### src/rtl/nor_tdc_pkg.sv
// nor_tdc_pkg
//   Shared types and helpers for the NOR-chain TDC.
//   state_t  : measurement FSM states
//   cnt_w()  : width of a counter that must hold values 0..n (min 1 bit)
//   norm_tap : turns a raw chain tap into "launched edge has passed" (1) / "not yet" (0)
package nor_tdc_pkg;

  typedef enum logic [2:0] {
    S_IDLE,
    S_SETTLE,
    S_LAUNCH,
    S_CAPTURE,
    S_DECODE,
    S_DONE
  } state_t;

  function automatic int cnt_w(input int n);
    return (n < 2) ? 1 : $clog2(n + 1);
  endfunction

  // Every NOR stage inverts, so even-index taps sit at ~din and odd-index
  // taps at din.  XOR with polarity and the stage parity maps both launch
  // polarities onto the same thermometer sense.
  function automatic logic norm_tap(input logic tap, input logic pol, input int idx);
    return tap ^ pol ^ ~idx[0];
  endfunction

endpackage

### src/rtl/nor_delay_line.sv
// nor_delay_line
//   STAGES inverting NOR2_X1 stages in series, second input tied low.
//   din            : chain input (driven by the launch flop)
//   taps[STAGES-1:0] : output of every stage, taps[0] nearest din
//   Purely combinational and unreset.  Each stage is written as a two-input
//   NOR so synthesis maps it onto NOR2_X1; it is kept in its own module so
//   the cells can be preserved (dont_touch) and the taps can be overridden
//   in simulation.
module nor_delay_line #(
  parameter int STAGES = 26
) (
  input  logic              din,
  output logic [STAGES-1:0] taps
);

  localparam logic A2_TIE = 1'b0;

  // Each stage reads its predecessor's own net rather than taps[i-1], so
  // the chain is not a vector that feeds back into itself.
  for (genvar i = 0; i < STAGES; i++) begin : g_stage
    logic a1;
    logic y;
    if (i == 0) begin : g_first
      assign a1 = din;
    end else begin : g_next
      assign a1 = g_stage[i-1].y;
    end
    assign y       = ~(a1 | A2_TIE);
    assign taps[i] = y;
  end

endmodule

### src/rtl/nor_chain_tdc.sv
// nor_chain_tdc
//   Tapped-delay-line TDC around a NOR2_X1 chain.  Launches an edge,
//   captures all taps one clock later, decodes the thermometer code and
//   accumulates 2^AVG_LOG launches per measurement.
//   clk, rst_n : clock, async active-low reset
//   start      : measurement request (accepted in IDLE only)
//   polarity   : 0 rising launch, 1 falling launch (latched on start)
//   busy       : measurement in progress
//   done       : one-cycle pulse, sum/avg/ovf/bubble valid
//   sum, avg   : accumulated codes and truncated average
//   ovf        : some launch ran through the whole chain
//   bubble     : some launch produced a non-monotonic thermometer code
//
//   state     | meaning
//   ----------+-----------------------------------------------------------
//   S_IDLE    | waiting for start; outputs hold last result
//   S_SETTLE  | chain input at idle level, SETTLE_CYC cycles
//   S_LAUNCH  | chain input at launched level; taps sampled at cycle end
//   S_CAPTURE | second capture rank (metastability)
//   S_DECODE  | decode code, accumulate, next launch or finish
//   S_DONE    | done pulse
module nor_chain_tdc
  import nor_tdc_pkg::*;
#(
  parameter int STAGES     = 26,
  parameter int TAP_W      = $clog2(STAGES + 1),
  parameter int AVG_LOG    = 3,
  parameter int SETTLE_CYC = 4
) (
  input  logic                     clk,
  input  logic                     rst_n,
  input  logic                     start,
  input  logic                     polarity,
  output logic                     busy,
  output logic                     done,
  output logic [TAP_W+AVG_LOG-1:0] sum,
  output logic [TAP_W-1:0]         avg,
  output logic                     ovf,
  output logic                     bubble
);

  localparam int SUM_W  = TAP_W + AVG_LOG;
  localparam int SCNT_W = cnt_w(SETTLE_CYC - 1);
  localparam int LCNT_W = cnt_w(2 ** AVG_LOG - 1);

  localparam logic [SCNT_W-1:0] SETTLE_LOAD = SCNT_W'(SETTLE_CYC - 1);
  localparam logic [LCNT_W-1:0] LAST_LAUNCH = LCNT_W'(2 ** AVG_LOG - 1);
  localparam logic [TAP_W-1:0]  FULL_CODE   = TAP_W'(STAGES);

  state_t              state;
  logic                pol_q;
  logic                launch;
  logic [SCNT_W-1:0]   settle_cnt;
  logic [LCNT_W-1:0]   launch_cnt;
  logic [STAGES-1:0]   taps;
  logic [STAGES-1:0]   cap_q;
  logic [STAGES-1:0]   cap_s;
  logic [STAGES-1:0]   norm;
  logic [TAP_W-1:0]    dec_code;
  logic                dec_bubble;
  logic                dec_ovf;
  logic                seen_zero;
  logic [SUM_W-1:0]    sum_next;

  nor_delay_line #(
    .STAGES (STAGES)
  ) u_line (
    .din  (launch),
    .taps (taps)
  );

  for (genvar i = 0; i < STAGES; i++) begin : g_norm
    assign norm[i] = norm_tap(cap_s[i], pol_q, i);
  end

  // Code is the run of ones starting at stage 0; any one after the first
  // zero is a bubble and does not count.
  always_comb begin
    dec_code   = '0;
    dec_bubble = 1'b0;
    seen_zero  = 1'b0;
    for (int i = 0; i < STAGES; i++) begin
      if (!norm[i]) begin
        seen_zero = 1'b1;
      end else if (seen_zero) begin
        dec_bubble = 1'b1;
      end else begin
        dec_code = dec_code + 1'b1;
      end
    end
  end

  assign dec_ovf  = (dec_code == FULL_CODE);
  assign sum_next = sum + SUM_W'(dec_code);

  always_ff @(posedge clk or negedge rst_n) begin
    if (!rst_n) begin
      state      <= S_IDLE;
      pol_q      <= 1'b0;
      launch     <= 1'b0;
      settle_cnt <= '0;
      launch_cnt <= '0;
      cap_q      <= '0;
      cap_s      <= '0;
      busy       <= 1'b0;
      done       <= 1'b0;
      sum        <= '0;
      avg        <= '0;
      ovf        <= 1'b0;
      bubble     <= 1'b0;
    end else begin
      done <= 1'b0;
      case (state)
        S_IDLE: begin
          if (start) begin
            pol_q      <= polarity;
            launch     <= polarity;
            settle_cnt <= SETTLE_LOAD;
            launch_cnt <= '0;
            sum        <= '0;
            avg        <= '0;
            ovf        <= 1'b0;
            bubble     <= 1'b0;
            busy       <= 1'b1;
            state      <= S_SETTLE;
          end
        end
        S_SETTLE: begin
          if (settle_cnt == '0) begin
            launch <= ~pol_q;
            state  <= S_LAUNCH;
          end else begin
            settle_cnt <= settle_cnt - 1'b1;
          end
        end
        S_LAUNCH: begin
          // Taps are sampled exactly one period after the launch edge; the
          // input returns to idle on the same edge so the chain has the
          // rest of the launch slot to recover.
          cap_q  <= taps;
          launch <= pol_q;
          state  <= S_CAPTURE;
        end
        S_CAPTURE: begin
          cap_s <= cap_q;
          state <= S_DECODE;
        end
        S_DECODE: begin
          sum    <= sum_next;
          ovf    <= ovf | dec_ovf;
          bubble <= bubble | dec_bubble;
          if (launch_cnt != LAST_LAUNCH) begin
            launch_cnt <= launch_cnt + 1'b1;
            settle_cnt <= SETTLE_LOAD;
            state      <= S_SETTLE;
          end else begin
            avg   <= TAP_W'(sum_next >> AVG_LOG);
            done  <= 1'b1;
            busy  <= 1'b0;
            state <= S_DONE;
          end
        end
        S_DONE: begin
          state <= S_IDLE;
        end
        default: begin
          state <= S_IDLE;
        end
      endcase
    end
  end

endmodule

### config.mk
export PLATFORM = sky130hd
export DESIGN_NAME = nor_chain_tdc
export DESIGN_NICKNAME = d
export VERILOG_FILES = /design/src/rtl/nor_tdc_pkg.sv /design/src/rtl/nor_delay_line.sv /design/src/rtl/nor_chain_tdc.sv
export SDC_FILE = /design/constraint.sdc
export NUM_CORES = 1
export LEC_CHECK = 0
export CAP_MARGIN = 5
export CORE_ASPECT_RATIO = 1.25
export CORE_MARGIN = 2
export CORE_UTILIZATION = 45
export DETAILED_ROUTE_END_ITERATION = 10
export GPL_TIMING_DRIVEN = 0
export PLACE_DENSITY = 0.69
export SYNTH_ARGS = -nofsm -noshare
export SYNTH_HDL_FRONTEND = slang
export SYNTH_SLANG_ARGS = --single-unit
### constraint.sdc
create_clock -name clk -period 2.4 [get_ports clk]
set_input_delay 0.48 -clock clk [delete_from_list [all_inputs] [get_ports clk]]
set_output_delay 0.48 -clock clk [all_outputs]
set_load 0.03 [all_outputs]
* After elaboration in Yosys (flattened, before gate mapping)
Cells that the tools add are included.
Word-level totals: bits in registers 79, input bits 4, logic and storage cells 246
Operators by class: add/subtract/negate cells 28, eq/ne operators 11, multiplexer cells 152, bitwise logic cells 30, reduce and logical (&&, ||, !) cells 12
Operators with widths (number):
- 5-bit 2-to-1 mux | 52
- 5-bit by 1-bit adder with 5-bit output (second input constant) | 24
- 1-bit 2-to-1 mux | 82
- 1-bit XOR | 26
- 8-bit case mux with 2 select lines | 1
- 3-bit 2-to-1 mux | 5
- 3-bit case mux with 5 select lines | 1
- 2-bit inequality test (second input constant) | 5
- 5-bit case mux with 2 select lines | 1
- 3-bit AND reduction | 3
- 8-bit by 5-bit adder with 8-bit output | 1
- 8-bit 2-to-1 mux | 1
- 3-bit by 2-bit equality test with 1-bit output (second input constant) | 2
- 2-bit 2-to-1 mux | 3
- 1-bit case mux with 2 select lines | 3
- 2-bit case mux with 3 select lines | 1
- 3-bit case mux with 2 select lines | 1
- 2-bit AND reduction | 3
- 3-bit nonzero test | 2
- 5-bit equality test (second input constant) | 1
- 4-bit AND reduction | 1
- 3-bit by 1-bit adder with 3-bit output (second input constant) | 1
- 3-bit by 1-bit equality test with 1-bit output (second input constant) | 1
- 3-bit equality test (second input constant) | 1
- 9 further kinds | 11

* Longest topological paths before layout
Gate-level depths: netlist of the first run.
depth in word-level cells 80, mapped depth 12, depth with buffers taken out 11

* Cells and area by module
Synthesis of the first run repeated with hierarchy kept, for this count alone.
Unflattened totals: cells, all modules 824, area total of the unflattened synthesis 7287.0 sq um
By module, submodules not included:
- nor_chain_tdc | times used 1, cells each 797, area each 7088.0 sq um
- nor_delay_line | times used 1, cells each 27, area each 198.9 sq um

* Worst setup path after synthesis of the first run
No wires, ideal clock.
kind reg-to-reg, start point reg pol_q, end point reg avg[1], setup time 0.121 ns, arrival time 2.200 ns, data required time 2.279 ns, slack 0.079 ns, stages on the path, launching flop included 13, path buffers 1, clock period less this slack 2.321 ns, path through dfrtp_1 > buf_2 > xnor2_1 > ha_1 > inv_1 > ha_1 > and2_1 > ha_1 > nor2b_1 > o21a_1 > nor2_1 > xnor2_1 > a22o_1
Between the ends: longest elaborated chain between the ends 80, elaborated cells between the ends (all ways) 130, those cells by class add/sub (26); mux (78); bitwise (26)
RTL lines:
- from (decl) | RTL line nor_chain_tdc.sv:51 | logic pol_q;
- from (signal assigned) | RTL line nor_chain_tdc.sv:116 | pol_q <= polarity;
- 1-bit XOR | RTL line nor_tdc_pkg.sv:25 | return tap ^ pol ^ ~idx[0];
- 1-bit 2-to-1 mux | RTL line nor_chain_tdc.sv:83 | if (!norm[i]) begin
- 1-bit by 1-bit adder with 2-bit output | RTL line nor_chain_tdc.sv:88 | dec_code = dec_code + 1'b1;
- 5-bit 2-to-1 mux | RTL line nor_chain_tdc.sv:85 | end else if (seen_zero) begin
- 5-bit 2-to-1 mux | RTL line nor_chain_tdc.sv:83
- 5-bit by 1-bit adder with 5-bit output | RTL line nor_chain_tdc.sv:88
- 5-bit 2-to-1 mux | RTL line nor_chain_tdc.sv:85
- 5-bit 2-to-1 mux | RTL line nor_chain_tdc.sv:83
- [64 not listed]
- 5-bit 2-to-1 mux | RTL line nor_chain_tdc.sv:85
- 5-bit 2-to-1 mux | RTL line nor_chain_tdc.sv:83
- 5-bit by 1-bit adder with 5-bit output | RTL line nor_chain_tdc.sv:88
- 5-bit 2-to-1 mux | RTL line nor_chain_tdc.sv:85
- 5-bit 2-to-1 mux (*) | RTL line nor_chain_tdc.sv:83
- 8-bit by 5-bit adder with 8-bit output (*) | RTL line nor_chain_tdc.sv:94 | assign sum_next = sum + SUM_W'(dec_code);
- 5-bit 2-to-1 mux (*) | RTL line nor_chain_tdc.sv:152 | if (launch_cnt != LAST_LAUNCH) begin
- 5-bit case mux with 2 select lines (*) | RTL line nor_chain_tdc.sv:113 | case (state)
- to (signal assigned) | RTL line nor_chain_tdc.sv:157 | avg <= TAP_W'(sum_next >> AVG_LOG);
- to (decl) | RTL line nor_chain_tdc.sv:37 | output logic [TAP_W-1:0] avg,
Mark *: on every way between the ends. The rest lies on a longest branch, timed or not. The select of a mux whose other input is x is not followed. A chain may end at the register's enable or synchronous reset.

* Worst setup path after layout of the first run
start point reg pol_q, end point reg avg[4]
The elaborated chain is that of the path after synthesis.

==> reports/results.tsv, run 1 <==
metric	value	unit
finClkSkew	0.006895	ns
peakVddDrop	382.6	µV
ant_nets	0	
violations	design-rule violations	
min_from	launch$_DFFE_PN0P_	
final_common_cell	dfrtp_1	
worst_pin_slew	0.6065	ns
ff2ff_setup_slack	0.05	ns
ys_async_sr_fraction	100.0	%
fmax	426.1	MHz
num-nets-final	217	
maxCapViolCount	0	
min_path_type	flop to flop	
antenna_found_initial	0	
drc	3	
period_minus_slack	2.347	ns
cp_data_required_time	2.61	ns
r2r_start	pol_q$_DFFE_PN0P_	
path_clk_slew	0.07	ns
synth_edf_count	0	
path_delay_family	adder cells	
diodes	0	
ys_seq_elements	31	
p_leak	0.0009576	µW
num_vias	1361	
hold_viol_final	0	
slew_headroom	59.44	%
timing.critical_path.buf_inv	2	
io_pins	21	
tns	0	ns
cp-start-kind	flop	
timing.final.ws_setup	0.05300	ns
place_ws	-0.2224	ns
die_area	0.004283	mm²
rsz0062_at_grt	yes	
finalMaxSlewViolations	0	
critPathMaxStageDelay	0.38	ns
synth_ff_type	dfrtp_1	
crit_fanout	6	
grtUsageTotal	19.01	%
drt_iter0_drc	44	
start_util	47.92	%
finalCritPeriodShare	97.79	%
ys_seq_area_share	45.69	%
cp-startpoint	pol_q$_DFFE_PN0P_	
grt_max_degree	21	
num_rows	24	
final_cell_mix	dfrtp_1 (31), nand2_1 (21), clkdlybuf4s50_1 (20)	
gp_congestion	0.7689	
drive_above_1_share	18.81	%
r2r_end	avg[4]$_DFFE_PN0P_	
worst-path-stages	12	
powerDensity	458.5	mW/mm²
ys_types	36	
status	finished, violations left	
clock_latency	0.29	ns
coreArea	0.003543	mm²
cts_buffers	5	
wl	3.568	mm
grt_pass1_vias	1337	
routedWlPerCell	14.80	µm
dr.pass1.iters	7	
setup_viol	0	
worstSetupEndpoint	avg[4]$_DFFE_PN0P_	
cts_tree	built	
clkSinkCount	31	
h-tree-depth	2	
grt.overflow.total	0	
syn_inst	171	
areaGrowthSynthToFinish	29.11	%
cp_slowest_cell	dfrtp_1	
post-dp-hpwl	2.589	mm
vias_per_cell	5.647	
r2r_cells	12	
critPathArrivalTime	2.56	ns
syn_area	0.001698	mm²
portBuffers	20	
crit_type	flop to flop	
ctsRootBufferMaster	clkbuf_8	
syn_nets	187	
critPathCaptureType	flop	
timing.critical_path.cells	buf_6 -> xnor2_4 -> ha_2 -> inv_1 -> ha_2 -> and2_4 -> ha_4 -> o21ai_2 -> o21ai_2 -> o2111ai_2 -> xor2_1 -> o21ai_1	
grt_pass1_wl	6.085	mm
final_core_util	61.86	%
synth.avg_cell_area	9.929	µm²
yosys_warnings	0	
clockBufferDepth	2	
die_x	58.94	µm
chipHeight	72.68	µm
cell usage after synthesis, types with 3 or more instances:
cell type / count / area share, %
inv_1: 8 / 1.8
xnor2_1: 5 / 2.6
o21ai_1: 15 / 4.4
nor2_1: 8 / 1.8
mux2_1: 5 / 3.3
dfrtp_1: 31 / 46
buf_2: 4 / 1.2
nor3_1: 3 / 0.88
a21oi_1: 12 / 3.5
nand2_1: 21 / 4.6
ha_1: 11 / 8.1
xor2_1: 3 / 1.5
inv_2: 3 / 0.66
a22o_1: 10 / 5.2
sequential cells by signal (all words and copies together) (netlist names):
name        count
sum             8
avg             5
launch_cnt      3
state           3
cap_q           2
cap_s           2
settle_cnt      2
bubble          1
busy            1
done            1
launch          1
ovf             1
pol_q           1
worst register-to-register path: cells and delay by family (launching register included):
family / cells / cell delay (ns)
flip-flops: 1 / 0.38
adder cells (fa/ha/maj): 3 / 0.61
XOR/XNOR: 2 / 0.39
buffers and inverters: 2 / 0.19
AO/OA/AOI/OAI: 4 / 0.57
AND/OR/NAND/NOR: 1 / 0.14
layer usage:
layer / track usage [%] / vias up / wire length, µm
li1: - / 660 / -
met1: 21.65 / 660 / 1431
met2: 34.07 / 33 / 1930
met3: 3.723 / 8 / 128
met4: 7.828 / 0 / 78
met5: 0 / - / 0
power breakdown:
group | leakage (µW) | switching, µW | internal, µW
registers | 0.000345 | 0 | 522
logic | 0.000562 | 13.2 | 9.50
clock network | 0.0000505 | 199 | 261
layout make-up:
class	count	area [µm²]
sequential	31	775.7
inverter	11	41.29
timing repair buffer	23	242.7
multi-input combinational	123	942.2
buffer	6	37.54
fill	308	1351
clock buffer	7	96.34
clock inverter	1	7.507
tap	39	48.80
metrics by stage:
stage               std cells  hold slack, ns  instance area [µm²]  total power [µW]
global placement          230          0.4662                 1947             549.9
finish                    241          0.4809                 2192              1005
CTS                       239          0.4876                 2155              1013
floorplan                 171          0.1844                 1698             533.4
global route              241          0.5216                 2192              1037
detailed placement        231          0.4788                 1974             556.1
logic make-up after synthesis:
family	count (synthesis)	share of synthesized area (%)
DFF	31	45.69
adders and majority gates	12	9.285
AOI/OAI and AO/OA	49	18.35
muxes	7	4.642
xor gates and xnor gates	8	4.127
buffers and inverters	17	4.274
and+or+nand+nor	47	13.63
worst min path at each step:
stage,depth (start not counted),endpoint
after global placement,1,cap_s[23]$_DFFE_PN0P_
after detailed placement,1,cap_q[24]$_DFFE_PN0P_
after floorplan,0,avg[0]$_DFFE_PN0P_
after global routing,1,cap_q[23]$_DFFE_PN0P_
after CTS,1,cap_q[24]$_DFFE_PN0P_
final,1,cap_q[24]$_DFFE_PN0P_
repair_timing:
item / 4_1_cts / 5_1_grt
hold buffers: 0 / 0
resized for setup: 12 / 8
pin swaps: 1 / 9
setup endpoints to repair: 8 / 8
buffers inserted: 0 / 2
(Power assumes the default switching activity.)
==> run 2: changes to the inputs <==
--- a/config.mk
+++ b/config.mk
@@ -15,3 +15,4 @@
 export SYNTH_ARGS = -nofsm -noshare
 export SYNTH_HDL_FRONTEND = slang
 export SYNTH_SLANG_ARGS = --single-unit
+export TNS_END_PERCENT = 10
==> run 2 against run 1 <==
The run still ends with design-rule violations left. Maximum frequency is essentially flat. Clock power is essentially flat. Wire length is essentially flat. Critical endpoint unchanged. Highest routed layer unchanged.
==> reports/results.tsv, run 2 (same netlist as run 1, synthesis figures left out) <==
metric	value	unit	change
status	finished, violations left		
violations	design-rule violations		
cts_tree	built		
dp.cells	231		unchanged
place_area	0.001974	mm²	unchanged
min_path_cells	1		unchanged
grt_pass1_vias	1337		unchanged
fin_area	0.002192	mm²	unchanged
coreArea	0.003543	mm²	unchanged
clockBufferDepth	2		unchanged
ant_nets	0		unchanged
path_delay_family	adder cells		
final_common_cell	dfrtp_1		
hold_viol_final	0		unchanged
grt.overflow.total	0		unchanged
critPathMaxStageDelay	0.38	ns	about the same
crit_type	flop to flop		
final_core_util	61.86	%	unchanged
clock_latency	0.29	ns	about the same
num_vias	1341		-1.5%
dr.pass1.iters	7		unchanged
final_cell_mix	dfrtp_1 (31), nand2_1 (21), clkdlybuf4s50_1 (20)		
r2r_cells	12		unchanged
top_register	sum		
min_path_type	flop to flop		
start_util	47.92	%	unchanged
finClkSkew	0.006942	ns	+0.00004696 ns
num_rows	24		unchanged
drt_iter0_drc	44		unchanged
gp_congestion	0.7689		unchanged
p_leak	0.0009576	µW	unchanged
path_clk_slew	0.07	ns	about the same
critPathCaptureType	flop		
tns	0	ns	unchanged
powerDensity	458.8	mW/mm²	about the same
cp_slowest_cell	dfrtp_1		
finalMaxSlewViolations	0		unchanged
worst_pin_slew	0.6071	ns	+0.0005574 ns
slew_headroom	59.40	%	about the same
timing.critical_path.buf_inv	2		unchanged
die_area	0.004283	mm²	unchanged
areaGrowthSynthToFinish	29.11	%	unchanged
rsz0062_at_grt	yes		
diodes	0		unchanged
fin_cells	241		unchanged
grt_pass1_wl	6.085	mm	unchanged
drive_above_1_share	18.81	%	unchanged
ctsRootBufferMaster	clkbuf_8		
finalCritPeriodShare	97.78	%	about the same
maxCapViolCount	0		unchanged
num-nets-final	217		unchanged
fmax	426.1	MHz	about the same
grtUsageTotal	19.01	%	unchanged
grt_max_degree	21		unchanged
routedWlPerCell	14.80	µm	about the same
h-tree-depth	2		unchanged
setup_viol	0		unchanged
ff2ff_setup_slack	0.05	ns	about the same
wl	3.567	mm	about the same
clkSinkCount	31		unchanged
timing.critical_path.cells	buf_6 -> xnor2_4 -> ha_2 -> inv_1 -> ha_2 -> and2_4 -> ha_4 -> o21ai_2 -> o21ai_2 -> o2111ai_2 -> xor2_1 -> o21ai_1		
hold_ws	0.4811	ns	+0.0002210 ns
worst-path-stages	12		unchanged
cp_data_required_time	2.61	ns	about the same
peakVddDrop	384.7	µV	+0.55%
reg.largest.list	sum: 8 flops, avg: 5 flops		
chipHeight	72.68	µm	unchanged
io_pins	21		unchanged
crit_fanout	6		unchanged
period_minus_slack	2.347	ns	-0.0001592 ns
cts_buffers	5		unchanged
vias_per_cell	5.564		-1.5%
critPathArrivalTime	2.56	ns	about the same
cp-start-kind	flop		
portBuffers	20		unchanged
largest_register_ffs	8		unchanged
fill_cells	308		unchanged
post-dp-hpwl	2.589	mm	unchanged
ctsHoldBuffers	0		unchanged
drc	3		unchanged
die_x	58.94	µm	unchanged
antenna_found_initial	0		unchanged
==> run 2: repair_timing <==
action	in CTS	in global routing
setup endpoints to repair	8	8
pin swaps	1	9
gates resized for setup	12	8
hold endpoints to repair	0	0
setup buffers	0	2
==> run 2: final timing paths <==
| kind | start | end |
|---|---|---|
| max | pol_q$_DFFE_PN0P_ | avg[4]$_DFFE_PN0P_ |
| min | launch$_DFFE_PN0P_ | cap_q[24]$_DFFE_PN0P_ |
| max reg2reg | pol_q$_DFFE_PN0P_ | avg[4]$_DFFE_PN0P_ |
| min reg2reg | launch$_DFFE_PN0P_ | cap_q[24]$_DFFE_PN0P_ |
| max in group asynchronous | rst_n | settle_cnt[1]$_DFFE_PN0P_ |
| min in group asynchronous | rst_n | sum[6]$_DFFE_PN0P_ |
==> run 2: power breakdown <==
part / switching, µW / leakage, µW / internal [µW]
combinational: 13.2 / 0.000562 / 9.50
clock: 200 / 0.0000505 / 261
sequential: 0 / 0.000345 / 522
==> run 2: stage by stage <==
step / worst slack, ns / power (µW)
after floorplan: 0.07925 / 533.4
after global placement: -0.1667 / 549.9
after detailed placement: -0.2224 / 556.1
after CTS: 0.02400 / 1013
after global routing: -0.1075 / 1037
final: 0.05316 / 1006
==> run 2: final cells by class <==
class                   count  area [µm²]  area share, %
plain buffers               6       37.54          1.712
clock buffers               7       96.34          4.395
inverters                  11       41.29          1.884
multi-input cells         123       942.2          42.98
flip-flops and latches     31       775.7          35.39
clock inverters             1       7.507         0.3425
well taps                  39       48.80          2.226
repair buffers             23       242.7          11.07
==> run 2: routing by layer <==
metal  track usage, %  vias to the layer above  share of wire, %
li1                 -                      659                 -
met1            21.65                      644                40
met2            34.07                       30                54
met3            3.723                        8               3.8
met4            7.828                        0               2.2
met5                0                        -                 0
==> run 3: changes to the inputs <==
--- a/config.mk
+++ b/config.mk
@@ -11,7 +11,7 @@
 export CORE_UTILIZATION = 45
 export DETAILED_ROUTE_END_ITERATION = 10
 export GPL_TIMING_DRIVEN = 0
-export PLACE_DENSITY = 0.69
+export PLACE_DENSITY = 0.67
 export SYNTH_ARGS = -nofsm -noshare
 export SYNTH_HDL_FRONTEND = slang
 export SYNTH_SLANG_ARGS = --single-unit
==> constraint.sdc (replaced) <==
create_clock -name clk -period 2.9 [get_ports clk]
set_input_delay 0.58 -clock clk [delete_from_list [all_inputs] [get_ports clk]]
set_output_delay 0.58 -clock clk [all_outputs]
set_load 0.03 [all_outputs]
==> run 3 against run 2 <==
The run still ends with design-rule violations left. Global-route usage grew 0.14 points. Sequential share of layout area grew 2.5 points. Critical path depth fell by 1. Clock-buffer cell count stayed put. First-iteration DRC count shrank 16%. Non-clock buffer count is 3 lower. Via count is 0.60% higher. Combinational power decreased by 40%. Clock power is 17% lower. Critical path type unchanged. Critical endpoint is now avg[1]$_DFFE_PN0P_. Largest cell class unchanged.
==> reports/results.tsv, run 3 (same netlist as run 1, synthesis figures left out) <==
metric	value	unit	change
status	finished, violations left		
violations	design-rule violations		
coreArea	0.003543	mm²	unchanged
io_pins	21		unchanged
fill_cells	327		+6.2%
h-tree-depth	2		unchanged
hold_ws	0.3411	ns	-0.1400 ns
drc	3		unchanged
clock_latency	0.28	ns	about the same
place_ws	0.2404	ns	+0.4627 ns
hold_viol_final	0		unchanged
vias_per_cell	5.668		+1.9%
crit_type	flop to flop		
grt_pass1_vias	1390		+4.0%
reg.largest.list	sum: 8 flops, avg: 5 flops		
ant_nets	0		unchanged
path_clk_slew	0.07	ns	about the same
period_minus_slack	2.673	ns	+0.3259 ns
cp_data_required_time	3.07	ns	+0.46 ns
finalCritPeriodShare	92.16	%	-5.6 points
grtUsageTotal	19.15	%	+0.14 points
critPathCaptureType	flop		
drt_iter0_drc	37		-16%
maxCapViolCount	0		unchanged
path_delay_family	simple AND/OR/NAND/NOR gates		
grt_max_degree	32		+52%
critPathMaxStageDelay	0.37	ns	about the same
grt_pass1_wl	6.092	mm	+0.12%
num_rows	24		unchanged
p_int	651.5	µW	-18%
finClkSkew	0.009529	ns	+0.002588 ns
clkSinkCount	31		unchanged
diodes	0		unchanged
routedWlPerCell	15.04	µm	+1.6%
fmax	374.2	MHz	-12%
timing.critical_path.buf_inv	1		-1
finalMaxSlewViolations	0		unchanged
timing.final.ws_setup	0.2273	ns	+0.1741 ns
final_common_cell	dfrtp_1		
areaGrowthSynthToFinish	20.49	%	
num_vias	1349		+0.60%
powerDensity	404.5	mW/mm²	-12%
dr.pass1.iters	7		unchanged
min_path_type	input port to asynchronous set/reset pin		
top_register	sum		
setup_viol	0		unchanged
timing.critical_path.cells	buf_2 -> xnor2_1 -> and2_1 -> ha_1 -> and2_1 -> ha_1 -> nor2b_1 -> o21a_1 -> nor2_1 -> xnor2_1 -> a22o_1		
antenna_found_initial	0		unchanged
peakVddDrop	281.4	µV	-27%
ctsRootBufferMaster	clkbuf_8		
grt.overflow.total	0		unchanged
ctsResizeCount	0		-12
post-dp-hpwl	2.624	mm	+1.3%
postCtsSetupBuffers	0		unchanged
gp_congestion	0.8221		+6.9%
fin_cells	238		-1.2%
chipHeight	72.68	µm	unchanged
seq_power_share	52.2	%	+0.3 points
wl	3.580	mm	+0.36%
slew_headroom	53.26	%	-6.1 points
rsz0062_at_grt	no		
drive_above_1_share	10.55	%	-8.3 points
p_leak	0.0009203	µW	-3.9%
die_x	58.94	µm	unchanged
netSwitchingFraction	21.27	%	+0.077 points
crit_fanout	7		+1
die_area	0.004283	mm²	unchanged
cts_buffers	5		unchanged
power_frac_clock	46.1	%	+0.3 points
cp-start-kind	flop		
portBuffers	20		unchanged
p_switching	176.0	µW	-17%
p_comb_share	1.7	%	-0.6 points
p_total	827.5	µW	-18%
start_util	47.92	%	unchanged
critPathArrivalTime	2.85	ns	+0.29 ns
cp_slowest_cell	and2_1		
cts_tree	built		
ctsHoldBuffers	0		unchanged
num-nets-final	214		-1.4%
tns	0	ns	unchanged
worst_pin_slew	0.7012	ns	+0.09407 ns
largest_register_ffs	8		unchanged
final_cell_mix	dfrtp_1 (31), nand2_1 (21), clkdlybuf4s50_1 (19)		
dp.cells	230		-0.43%
clockBufferDepth	2		unchanged
[run 3: power by group through the flow]
stage | sequential (µW) | combinational (µW) | clock (µW)
floorplan | 441 | 0.855 | 0
global placement | 440 | 14.9 | 0
detailed placement | 440 | 14.3 | 0
CTS | 432 | 14.5 | 390
global route | 432 | 16.0 | 407
finish | 432 | 13.7 | 381
[run 3: final cells by class]
cell class | instances | area [µm²] | area share, %
Inverter | 11 | 41.29 | 2.018
Sequential cell | 31 | 775.7 | 37.92
Tap cell | 39 | 48.80 | 2.385
Buffer | 6 | 31.28 | 1.529
Clock buffer | 7 | 96.34 | 4.709
Clock inverter | 1 | 7.507 | 0.3670
Multi-Input combinational cell | 123 | 849.6 | 41.53
Timing Repair Buffer | 20 | 195.2 | 9.541
[run 3: path summary, 6_finish.rpt]
check,from,to,slack (ns),cells after the start
setup / recovery,pol_q$_DFFE_PN0P_,avg[1]$_DFFE_PN0P_,0.23,11
hold / removal,rst_n,cap_s[23]$_DFFE_PN0P_,0.34,1
setup reg to reg,pol_q$_DFFE_PN0P_,avg[1]$_DFFE_PN0P_,0.23,11
hold reg to reg,launch$_DFFE_PN0P_,cap_q[24]$_DFFE_PN0P_,0.48,1
max in group asynchronous,rst_n,sum[3]$_DFFE_PN0P_,2.10,1
min in group clk,launch$_DFFE_PN0P_,cap_q[24]$_DFFE_PN0P_,0.48,1
[run 3: stage by stage]
| step | utilization [%] | area [µm²] |
|---|---|---|
| 2_1_floorplan | - | 1698 |
| 3_3_place_gp | 54.94 | 1947 |
| 3_5_place_dp | 54.80 | 1942 |
| 4_1_cts | 57.73 | 2046 |
| 5_1_grt | 57.73 | 2046 |
| 6_report | 57.73 | 2046 |
[run 3: layer usage]
layer	part of all wire [%]	GRT usage (%)	vias to the layer above	routed length [µm]
li1	-	-	653	-
met1	40	21.05	652	1438
met2	52	33.21	33	1860
met3	4.7	5.496	11	168
met4	3.1	9.343	0	112
met5	0	0	-	0
